`config.mk`:
```
export PLATFORM = sky130hd
export DESIGN_NAME = genius_game_ctrl
export DESIGN_NICKNAME = d
export VERILOG_FILES = /design/src/rtl/genius_game_ctrl.sv
export SDC_FILE = /design/constraint.sdc
export NUM_CORES = 1
export LEC_CHECK = 0
export ABC_AREA = 1
export BUFFER_PORTS_ARGS = -buffer_cell sky130_fd_sc_hd__buf_2
export CORE_UTILIZATION = 34
export CTS_CLUSTER_DIAMETER = 60
export CTS_CLUSTER_SIZE = 10
export DETAILED_ROUTE_END_ITERATION = 10
export PLACE_DENSITY = 0.52
export SLEW_MARGIN = 20
export SYNTH_ARGS = -nofsm -noshare
export SYNTH_HDL_FRONTEND = slang
export SYNTH_SLANG_ARGS = --single-unit
```
`constraint.sdc`:
```
create_clock -name clk -period 9 [get_ports clk]
set_input_delay 2.25 -clock clk [delete_from_list [all_inputs] [get_ports clk]]
set_output_delay 2.25 -clock clk [all_outputs]
set_load 0.01 [all_outputs]
```
`src/rtl/genius_game_ctrl.sv`:
```
// Simon-style memory game controller: grows a random colour sequence, plays it back
// on a one-hot LED, then checks the player's button presses against it.
module genius_game_ctrl #(
  parameter int MAX_LEN        = 16,
  parameter int ON_CYCLES      = 25000000,
  parameter int OFF_CYCLES     = 12500000,
  parameter int TIMEOUT_CYCLES = 250000000
) (
  input  logic       clk,
  input  logic       rst,
  input  logic [1:0] color,
  input  logic       b_blue,
  input  logic       b_yellow,
  input  logic       b_green,
  input  logic       b_red,
  input  logic       b_power,
  output logic [3:0] led,
  output logic [4:0] level,
  output logic       listening,
  output logic       win,
  output logic       game_over
);

  localparam int TMAX_A = (ON_CYCLES > OFF_CYCLES) ? ON_CYCLES : OFF_CYCLES;
  localparam int TMAX   = (TMAX_A > TIMEOUT_CYCLES) ? TMAX_A : TIMEOUT_CYCLES;
  localparam int TW     = $clog2(TMAX + 1);
  localparam int IW     = (MAX_LEN > 1) ? $clog2(MAX_LEN) : 1;

  typedef enum logic [2:0] {
    IDLE, ADD, SHOW_ON, SHOW_OFF, WAIT_IN, WIN, LOSE
  } state_t;

  state_t        state, state_n;
  logic [4:0]    len, len_n;
  logic [4:0]    idx, idx_n;
  logic [TW-1:0] timer, timer_n;
  logic          seq_we;
  logic [1:0]    seq [MAX_LEN];

  logic [3:0] btn;
  logic       press_valid;
  logic [1:0] press_color;
  logic [1:0] cur_color;
  logic       last_step;

  assign btn         = {b_red, b_green, b_yellow, b_blue};
  assign press_valid = $onehot(btn);
  assign cur_color   = seq[idx[IW-1:0]];
  assign last_step   = (idx == len - 5'd1);

  always_comb begin
    press_color = 2'd0;
    if (b_yellow) press_color = 2'd1;
    if (b_green)  press_color = 2'd2;
    if (b_red)    press_color = 2'd3;
  end

  always_ff @(posedge clk) begin
    if (rst) begin
      state <= IDLE;
      len   <= '0;
      idx   <= '0;
      timer <= '0;
    end else begin
      state <= state_n;
      len   <= len_n;
      idx   <= idx_n;
      timer <= timer_n;
    end
  end

  // Sequence RAM has no reset; its contents only matter once written by ADD.
  always_ff @(posedge clk) begin
    if (seq_we && !rst) seq[len[IW-1:0]] <= color;
  end

  always_comb begin
    state_n = state;
    len_n   = len;
    idx_n   = idx;
    timer_n = timer;
    seq_we  = 1'b0;
    case (state)
      IDLE: begin
        if (b_power) begin
          state_n = ADD;
          len_n   = '0;
          idx_n   = '0;
          timer_n = '0;
        end
      end
      ADD: begin
        seq_we  = 1'b1;
        len_n   = len + 5'd1;
        idx_n   = '0;
        timer_n = '0;
        state_n = SHOW_ON;
      end
      SHOW_ON: begin
        if (timer == TW'(ON_CYCLES - 1)) begin
          timer_n = '0;
          state_n = SHOW_OFF;
        end else begin
          timer_n = timer + 1'b1;
        end
      end
      SHOW_OFF: begin
        if (timer == TW'(OFF_CYCLES - 1)) begin
          timer_n = '0;
          if (last_step) begin
            idx_n   = '0;
            state_n = WAIT_IN;
          end else begin
            idx_n   = idx + 5'd1;
            state_n = SHOW_ON;
          end
        end else begin
          timer_n = timer + 1'b1;
        end
      end
      WAIT_IN: begin
        // A valid press in the final cycle wins over the timeout.
        if (press_valid) begin
          timer_n = '0;
          if (press_color != cur_color) begin
            state_n = LOSE;
          end else if (last_step) begin
            state_n = (len == 5'(MAX_LEN)) ? WIN : ADD;
          end else begin
            idx_n = idx + 5'd1;
          end
        end else if (timer == TW'(TIMEOUT_CYCLES - 1)) begin
          state_n = LOSE;
        end else begin
          timer_n = timer + 1'b1;
        end
      end
      WIN, LOSE: ;
      default: state_n = IDLE;
    endcase
    if (b_power && state != IDLE) begin
      state_n = IDLE;
      len_n   = '0;
      idx_n   = '0;
      timer_n = '0;
      seq_we  = 1'b0;
    end
  end

  always_comb begin
    led = 4'b0000;
    if (state == SHOW_ON) led = 4'b0001 << cur_color;
    if (state == WIN)     led = 4'b1111;
  end

  assign level     = len;
  assign listening = (state == WAIT_IN);
  assign win       = (state == WIN);
  assign game_over = (state == LOSE);

endmodule

```
**Word level (Yosys, flattened, before mapping)**

Memories as Yosys holds them, arrays and structs flattened. A register that Yosys moved wholly into a read port is not among the register bits.
Cells that the tools add are included.

- RAM bits: 32
- ROM bits: 0
- Memories kept: 1
- Latch bits: 0
- Input port bits: 9
- Output and inout port bits: 12
- Register bits: 41

Memories:

| memory | words | bits a word | read ports | clocked after Yosys merged registers in | wr ports | RTL line | text |
|---|---|---|---|---|---|---|---|
| seq | 16 | 2 | 1 | 1 | 1 | 38 | `logic [1:0] seq [MAX_LEN];` |

- Divide/modulo/power cells: 0
- $mul: 0
- $lt $le $gt $ge: 0
- Bitwise gates (word level): 1
- Reductions and logical operators: 14
- Shift operators: 1
- Muxes and demuxes: 35
- $add $sub $neg: 7
- Equality and inequality tests: 22

Operators by type and width:

| kind | number |
|---|---|
| $mux W28 | 5 |
| $pmux W28 S5 | 1 |
| $mux W5 | 6 |
| $add A28 B1 Y28 const B | 1 |
| $eq A28 B24 Y1 const B | 1 |
| $eq A28 B25 Y1 const B | 1 |
| $eq A28 B28 Y1 const B | 1 |
| $mux W3 | 9 |
| $pmux W5 S4 | 1 |
| $pmux W3 S6 | 1 |
| $mux W4 | 4 |
| $reduce_and A6 Y1 | 2 |
| $add A5 B1 Y5 const B | 2 |
| $ne A2 B2 Y1 const B | 5 |
| $pmux W5 S2 | 1 |
| $eq A3 B3 Y1 const B | 3 |
| $eq A3 B1 Y1 const B | 2 |
| $eq A3 B2 Y1 const B | 2 |
| $eq A5 B5 Y1 | 1 |
| $eq A5 B5 Y1 const B | 1 |
| $mux W1 | 5 |
| $reduce_bool A5 Y1 | 1 |
| $sub A5 B1 Y5 const B | 1 |
| $add A1 B1 Y2 | 2 |
| 18 further kinds | 21 |

**Longest topological paths before layout**

Gate-level depths: netlist of run 1.

- Depth after elaboration: 9
- Gate-level depth with buffers: 16
- Gate-level depth less buffers: 15

**Worst setup path before layout of run 1**

OpenSTA, ideal clock, no wires.

- Kind: input to register
- Start: input b_blue
- End: register timer[3]
- Required time: 8.873 ns
- Arrival time: 4.464 ns
- Setup time: 0.127 ns
- Buffers on the path: 1
- Setup slack: 4.409 ns
- Stages on the path: 13
- Path through: inv_1 fa_1 inv_1 ha_1 ha_1 nor3_1 nor2_4 nand3_1 nand3_2 buf_6 nor3_1 xor2_1 nor2_1

- Cells in the longest elaborated chain, start to end: 5

Ends and longest elaborated chain:

| item | RTL line | text |
|---|---|---|
| from (decl) | 12 | `input logic b_blue,` |
| $add A1 B1 Y2 (not written as such) (*) | 47 | `assign press_valid = $onehot(btn);` |
| $add A2 B2 Y3 (not written as such) (*) | 47 |  |
| $eq A3 B1 Y1 (*) | 47 |  |
| $mux W28 or $ne A3 B3 Y1 (tied branches) | -- |  |
| $pmux W28 S5 or $reduce_and A3 Y1 (tied branches) | -- |  |
| to (signal assigned) | 68 | `timer <= timer_n;` |
| to (decl) | 36 | `logic [TW-1:0] timer, timer_n;` |

Mark *: on every way between the ends. The rest lies on a longest branch, timed or not.
A chain may end at the register's enable or synchronous reset.

**Final worst setup path of run 1**

- Start: input b_blue
- End: register timer[22]

Same word-level chain as after synthesis.

==> metrics, run 1 <==
Post-CTS Hold Buffers 0; Hold Crit Class flop to flop; Die W between 100 and 150 microns; commonest non-fill, non-tap cell in the layout nand2_1; die area roughly 14000 sq um; initial antenna violation count 0; CP required between 9000 and 10000 ps; final-stage net count ~650; DP Worst Slack 3500 ps; most frequent cells in the layout nand2_1, inv_1, nor2_1; total track usage between 10% and 20%; RSZ-0062 raised after global routing no; Post-synth ARST share 0%; max layer used met4; crit path kind input pin to flop; setup TNS 0 ps; Slew HR a little under three fifths; Core ar. 13200 sq um; wire per inst 14.5 microns; post-CTS resize count 0; total clock sinks 77; Synth Warn # 0; largest net degree at the start of global routing 23; area of the multi-input gates ~2300 sq um; vias in the first global route between 3k and 4k; setup repair bufs after CTS 0; Syn Nets ~630; Hold Startpoint timer[1]; Max clock buf depth 2; GPL Wtd Cong about 0.88; kind of end point of the critical path flop; CTS clk-pin slew, worst paths about 60 ps; Fillers roughly 1.4k; setup slack after layout roughly 3800 ps; ANT nets after route 0; hold slack about 490 ps; Final Hold Vio Count 0; max-cap violation count 0; dpl hpwl about 9000 microns; post-synthesis register bit count 77; Iteration-0 DRC Markers approximately 310; first-pass GRT wire length ~20000 microns; placed instance area approximately 4800 sq um; Critical Path Source b_blue; Worst-Margin Slew between 600 and 700 ps; Site Rows 42; ant diodes 0; routed vias/inst 4.98; die extent in y around 120 microns; input/output buffers 20; f_max around 190 MHz; non-filler cells, final 816; first drt pass iteration count 5; met2 routed WL slightly above 5000 microns; CTS buffer count 9; WP data arrival 5380 ps; DRT Wirelength around 12000 microns; post-synthesis sequential area ratio between 40% and 50%; final core utilization 38.7%; total gr overflow 0; fin crit period 5150 ps; WL met3 ~800 microns; dpl cells 800; wl on met1 just under 6000 microns; Pwr Total 0.992 mW; Max rail drop VDD slightly above 0.0001 V; clk_skew between 8 and 9 ps; Setup crit start kind input pin; Setup violations, final 0; status finished clean; CP max FO 22; number of flops mapped to enable cells by yosys 32; area grow syn2layout 11.2%; Pleak around 1.9 nW; Reg area ~1900 sq um; Worst-Skew Late Latency 350 ps; via count approximately 4k; layout cells sized above 1 approximately an eighth; post-synthesis cell area between 4000 and 5000 sq um; Mapped Avg Cell Area roughly 7.5 sq um; Power Density 194 nW/um^2; starting density of the core 34.8%; Reg-to-Reg Start timer[0]; Remaining DRCs 0; main flop type after synthesis dfxtp_1; # H-tree levels 3; io pins 21; Cells after Synth ~610; TritonCTS clock tree built; synth unique cells 44; Root Driver clkbuf_16; final instance area between 5000 and 6000 sq um; Slew Limit Fails 0; fraction of the cycle the final worst path needs about 57%
## worst max-delay path: stages
cell and delay [ps]:
buf_2 80, inv_1 40, fa_1 540, inv_1 50
ha_1 170, ha_1 260, nor3_1 450, nor2_4 80
nand3_1 120, nand3_2 410, inv_2 430, nand2_1 160
nor4_1 230, nor2_1 90
## flip-flops by register name (all words and copies together), names as in the netlist, named ones only
register,flops
level,5
idx,5
state,3
seq,32
timer,28
## worst paths after layout
| kind | end | slack [ps] | cells past startpoint |
|---|---|---|---|
| setup / recovery | timer[22] | 3850 | 14 |
| hold / removal | timer[1] | 490 | 2 |
| setup reg to reg | timer[20] | 6290 | 12 |
| hold reg to reg | timer[1] | 490 | 2 |
## where the power goes
part           switching, mW  internal (mW)
combinational          0.190         0.0736
sequential            0.0172          0.376
clock                  0.149          0.186
## cells by family after synthesis
group	count (synthesis)	share of synthesized area, %
AND/OR/NAND/NOR	347	36.1
buffers and inverters	99	9.05
flip-flops	77	40.6
AO/OA/AOI/OAI	64	8.07
XOR/XNOR	16	3.05
adder cells (fa/ha/maj)	10	2.89
multiplexers	1	0.245
## Yosys cell counts, drive strengths merged, types with 9 or more instances
library cell / number / area (sq um)
nand2: 155 / 592
inv: 89 / 339
nor2: 69 / 323
nand3: 59 / 325
dfxtp: 45 / 901
a21oi: 34 / 181
nor3: 34 / 211
edfxtp: 32 / 961
o21ai: 23 / 130
nand4: 19 / 119
ha: 9 / 113
## layout make-up
cell class              count  share of cell area [%]
clock buffers              10                    4.49
clock inverters             6                   0.761
inverters                  89                    6.65
multi-input cells         438                    45.3
flip-flops and latches     77                    36.5
well taps                 176                    4.32
repair buffers             20                    1.96
## per-layer routing
| layer | vias up | global-route usage [%] |
|---|---|---|
| met5 | - | 0 |
| met4 | 0 | 6.01 |
| met3 | 14 | 5.31 |
| met2 | 105 | 26.7 |
| met1 | 1871 | 25.4 |
| li1 | 2072 | - |
Power figures use the tool's default switching activity.
==> run 2, diff against run 1 <==
Clock period 9 ns to 5.34 ns, I/O delays scaled along.
==> run 2 against run 1 <==
  * Worst hold slack got worse by 8.0 ps
  * Final cell count unchanged
  * Sequential power increased by 69%
  * Via count increased by 0.89%
  * Critical endpoint unchanged
  * Largest cell class unchanged
  * Power increased by 73%
  * Worst setup slack got worse by 2700 ps
  * Flip-flop and latch count unchanged
  * Clock power increased by 84%
  * Final area increased by 0.49%
==> metrics, run 2 (synthesized netlist as in run 1, its figures left out) <==
Slew Limit Fails 0 (unchanged); register share of total power 38.7% (-0.9 points); first-pass GRT wire length 19800 microns (+1.1%); Core ar. 13200 sq um (unchanged); Final Hold Vio Count 0 (unchanged); Setup violations, final 0 (unchanged); dpl hpwl 9090 microns (+1.0%); RSZ-0062 raised after global routing no; GPL Wtd Cong 0.917 (+3.7%); total track usage 18.1% (-0.068 points); post-CTS resize count 0 (unchanged); DRT Wirelength 11900 microns (+0.38%); Fillers 1381 (-1.7%); most frequent cells in the layout nand2_1, inv_1, nor2_1; dpl cells 800 (unchanged); vias in the first global route 3815 (-1.4%); FF-to-FF setup slack 2710 ps (-3580 ps); Post-CTS Hold Buffers 0 (unchanged); via count 4098 (+0.89%); Worst-Skew Late Latency 350 ps (about the same); commonest non-fill, non-tap cell in the layout nand2_1; area of the multi-input gates 2310 sq um (unchanged); f_max about 240 MHz; CTS clk-pin slew, worst paths 60 ps (about the same); setup TNS 0 ps (unchanged); ANT nets after route 0 (unchanged); Power Density 335 nW/um^2 (+72%); Worst-Margin Slew 664 ps (-0.297 ps); Remaining DRCs 0 (unchanged); Switch Pwr 0.595 mW (+67%); fraction of the cycle the final worst path needs about four fifths; sw frac 34.7% (-1.2 points); fin crit period approximately 4200 ps; kind of end point of the critical path flop; max reg flops 32 (unchanged); total clock sinks 77 (unchanged); layout cells sized above 1 13.0% (unchanged); Max clock buf depth 2 (unchanged); input/output buffers 20 (unchanged); ant diodes 0 (unchanged); status finished clean; non-filler cells, final 816 (unchanged); Site Rows 42 (unchanged); Pleak 1.95 nW (+0.51%); Slew HR 55.7% (about the same); WP data arrival 4470 ps (-910 ps); P_int 1.12 mW (+76%); Hold Crit Class flop to flop; Iteration-0 DRC Markers 334 (+8.4%); CP required 5630 ps (-3600 ps); initial antenna violation count 0 (unchanged); largest net degree at the start of global routing 23 (unchanged); TritonCTS clock tree built; Comb power frac 25.4% (-1.2 points); setup slack after layout 1150 ps (-2690 ps); Die W 118 microns (unchanged); Reg area 1860 sq um (unchanged); clock share of power 35.9% (+2.1 points); routed vias/inst 5.02 (+0.89%); starting density of the core 34.8% (unchanged); total gr overflow 0 (unchanged); first drt pass iteration count 5 (unchanged); die area 14000 sq um (unchanged); wire per inst 14.6 microns (+0.38%); CP max FO 22 (unchanged); max-cap violation count 0 (unchanged); Root Driver clkbuf_16; Setup crit start kind input pin; clk_skew 7.72 ps (-0.462 ps); final-stage net count 654 (unchanged); Max rail drop VDD 0.000170 V (+69%); crit path kind input pin to flop; CTS buffer count 9 (unchanged); area grow syn2layout 11.7%; die extent in y 118 microns (unchanged); setup repair bufs after CTS 0 (unchanged); io pins 21 (unchanged); # H-tree levels 3 (unchanged); hold slack 484 ps (-7.98 ps); DP Worst Slack 794 ps (-2700 ps)
-- run 2: cell count changes in the layout (fill, tap and decap cells not counted), sizes merged --
| cell | before | now |
|---|---|---|
| clkinv | 4 | 2 |
| bufinv | 0 | 1 |
| clkbuf | 10 | 11 |
-- run 2: critical path, cell delays in order --
cell and delay (ps):
buf_2 70, inv_1 40, fa_1 520, inv_1 40
ha_1 170, ha_1 260, nor3_1 450, nor2_4 80
nand3_1 110, nand3_2 410, inv_2 410, nand2_1 180
nor3_1 200, o21ai_1 80, nor2_1 100
-- run 2: through the flow --
step | cell area, sq um | utilization, % | power (mW)
detailed placement | 4830 | 36.6 | 1.11
finish | 5120 | 38.9 | 1.72
global placement | 4830 | 36.6 | 1.11
global route | 5120 | 38.9 | 1.80
floorplan | 4590 | - | 1.01
CTS | 5120 | 38.9 | 1.72
-- run 2: cell type report --
class / count / area share, %
clock buffers: 11 / 4.54
multi-input cells: 438 / 45.1
inverters: 89 / 6.62
flip-flops and latches: 77 / 36.3
well taps: 176 / 4.30
clock inverters: 5 / 1.17
repair buffers: 20 / 1.95
-- run 2: worst paths after layout --
check / endpoint / cells after the start / startpoint
worst max-delay path: timer[22] / 15 / b_blue
worst min-delay path: timer[13] / 2 / timer[13]
worst max register to register: timer[22] / 12 / timer[0]
worst min register to register: timer[13] / 2 / timer[13]
-- run 2: metal layers --
| metal | up-vias | track usage, % | wire length (microns) |
|---|---|---|---|
| li1 | 2067 | - | - |
| met1 | 1910 | 25.7 | 5900 |
| met2 | 108 | 26.9 | 5130 |
| met3 | 13 | 4.20 | 697 |
| met4 | 0 | 5.77 | 165 |
| met5 | - | 0 | 0 |
-- run 2: power groups by stage --
stage	logic [mW]	clock network [mW]	registers (mW)
after floorplan	0.346	0	0.667
after global placement	0.433	0	0.674
after detailed placement	0.435	0	0.676
after CTS	0.437	0.624	0.663
after global routing	0.483	0.656	0.666
final	0.436	0.617	0.663
==> run 3, diff against run 2 <==
Settings changed: PLACE_DENSITY 0.52 to 0.54.
Clock period 5.34 ns to 3.4 ns, I/O delays scaled along.
==> run 3 against run 2 <==
  * Critical path depth increased by 1
  * Power rose by 64%
  * Sequential power rose by 57%
  * Via count grew 1.0%
  * Flip-flop and latch count stayed put
  * Clock-buffer cell count up 1
  * Register-to-register slack worse by 1700 ps
  * Non-clock buffer count grew 8
  * Final area up 1.8%
  * Clock skew about the same
  * Critical path type unchanged
  * Largest power group unchanged
==> metrics, run 3 (synthesized netlist as in run 1, its figures left out) <==
post-CTS resize count 0 (unchanged); final core utilization 39.5% (+0.68 points); Reg-to-Reg Start level[0]; CP Cell Sequence buf_2 > inv_1 > fa_1 > inv_1 > ha_1 > ha_1 > nor3_1 > buf_4 > nor2_4 > nand3_1 > nand3_2 > buf_4 > nor2_2 > nor2_4 > o21ai_1 > a21oi_1; total track usage 17.9% (-0.16 points); initial antenna violation count 0 (unchanged); first-pass GRT wire length 19600 microns (-1.0%); CP peak stage delay 530 ps (about the same); WP data arrival 3290 ps (-1180 ps); TritonCTS clock tree built; Post-CTS Hold Buffers 0 (unchanged); busiest grt layer met2; worst r2r path cells 12 (unchanged); wire per inst 14.4 microns (-1.4%); largest net degree at the start of global routing 22 (-4.3%); setup repair bufs after CTS 0 (unchanged); worst setup path end timer[9]; final-stage net count 662 (+1.2%); die extent in y 118 microns (unchanged); GRT met1 Usage 25.9% (+0.14 points); input/output buffers 20 (unchanged); Slew HR 63.0% (+7.3 points); DRT Wirelength 11800 microns (-0.46%); starting density of the core 34.8% (unchanged); Pwr Total 2.81 mW (+64%); area grow syn2layout 13.7%; max reg flops 32 (unchanged); GPL Wtd Cong 0.922 (+0.57%); # H-tree levels 3 (unchanged); most frequent cells in the layout nand2_1, inv_1, nor2_1; FF-to-FF setup slack 1000 ps (-1710 ps); kind of end point of the critical path flop; dpl hpwl 9030 microns (-0.68%); fraction of the cycle the final worst path needs 88.8%; first drt pass iteration count 5 (unchanged); total clock sinks 77 (unchanged); routing usage on met2 26.8% (-0.15 points); ant diodes 0 (unchanged); CP top delay family adder cells; CP max-delay cell fa_1; io pins 21 (unchanged); Setup violations, final 0 (unchanged); Iteration-0 DRC Markers 401 (+20%); f_max approximately 330 MHz; Remaining DRCs 0 (unchanged); Slew Limit Fails 0 (unchanged); hold slack 495 ps (+10.5 ps); CTS clk-pin slew, worst paths 60 ps (about the same); crit path kind input pin to flop; commonest non-fill, non-tap cell in the layout nand2_1; Core ar. 13200 sq um (unchanged); fin crit period 3020 ps; clk_skew 7.28 ps (-0.439 ps); Critical Path Stages 16 (+1); layout cells sized above 1 13.9% (+0.92 points); Max clock buf depth 2 (unchanged); status finished clean; ANT nets after route 0 (unchanged); die area 14000 sq um (unchanged); Die W 118 microns (unchanged); CTS buffer count 9 (unchanged); Max rail drop VDD 0.000301 V (+77%); Critical Path Source b_blue; via count 4141 (+1.0%); Power Density 538 nW/um^2 (+61%); Hold Crit Class flop to flop; CP required 3670 ps (-1960 ps); RSZ-0062 raised after global routing no; WP buf/inv 5 (+1); Root Driver clkbuf_16; met3 GRT Util 2.70% (-1.5 points); routed vias/inst 5.03 (about the same); Setup crit start kind input pin; Worst-Margin Slew 553 ps (-111 ps); max-cap violation count 0 (unchanged); total gr overflow 0 (unchanged); Pleak 2.01 nW (+2.8%); setup TNS 0 ps (unchanged); Worst-Skew Late Latency 340 ps (about the same); Final Hold Vio Count 0 (unchanged); CP max FO 21 (-4.5%); Site Rows 42 (unchanged); vias in the first global route 3803 (-0.31%)
## run 3: cell types whose count changed in the layout (fill, tap and decap cells not counted), sizes merged
cell      previous run  this run
buf                 20        28
inv                 90        89
clkbuf              11        12
bufinv               1         2
clkinvlp             1         0
## run 3: where the power goes
group	switching (mW)	leakage, nW	total [mW]	internal (mW)
Sequential	0.0431	0.651	1.04	0.995
Clock	0.378	0.151	1.02	0.644
Combinational	0.504	1.20	0.746	0.242
Total	0.925	2.01	2.81	1.88
## run 3: metrics by stage
step / cells / area, sq um / worst slack (ps)
after floorplan: 614 / 4590 / 209
after global placement: 808 / 4900 / 72.2
after detailed placement: 808 / 4900 / 32.9
after CTS: 824 / 5220 / 385
after global routing: 824 / 5220 / 205
final: 824 / 5220 / 381
## run 3: how the worst min path moves through the flow
stage                     depth (start not counted)       from         to  slack [ps]
final                                             2  timer[13]  timer[13]         490
after global routing                              2  timer[14]  timer[14]         520
after CTS                                         2  timer[13]  timer[13]         500
after detailed placement                          2  timer[13]  timer[13]         490
after global placement                            2  timer[14]  timer[14]         480
after floorplan                                   2  timer[13]  timer[13]         460
## run 3: worst register-to-register path, cell delays in order, from the launching register on
cell	delay (ps)
dfxtp_1	450
inv_1	150
ha_1	350
xnor2_1	130
a21oi_1	120
o21ai_0	90
nor2_1	140
nand2_1	170
nand3_2	160
nand2_2	120
nand2_2	130
nand2_1	80
a21oi_1	220
## run 3: area by class of cell
cell class	count	area (sq um)
timing repair buffer	28	173
multi-input combinational	438	2310
fill	1381	7980
clock inverter	4	73.8
sequential	77	1860
inverter	89	339
clock buffer	12	236
tap	176	220
## run 3: routing by layer
| layer | wire length [microns] | vias up |
|---|---|---|
| met1 | 6000 | 1942 |
| met4 | 191 | 0 |
| met5 | 0 | - |
| li1 | - | 2086 |
| met2 | 5140 | 101 |
| met3 | 502 | 12 |
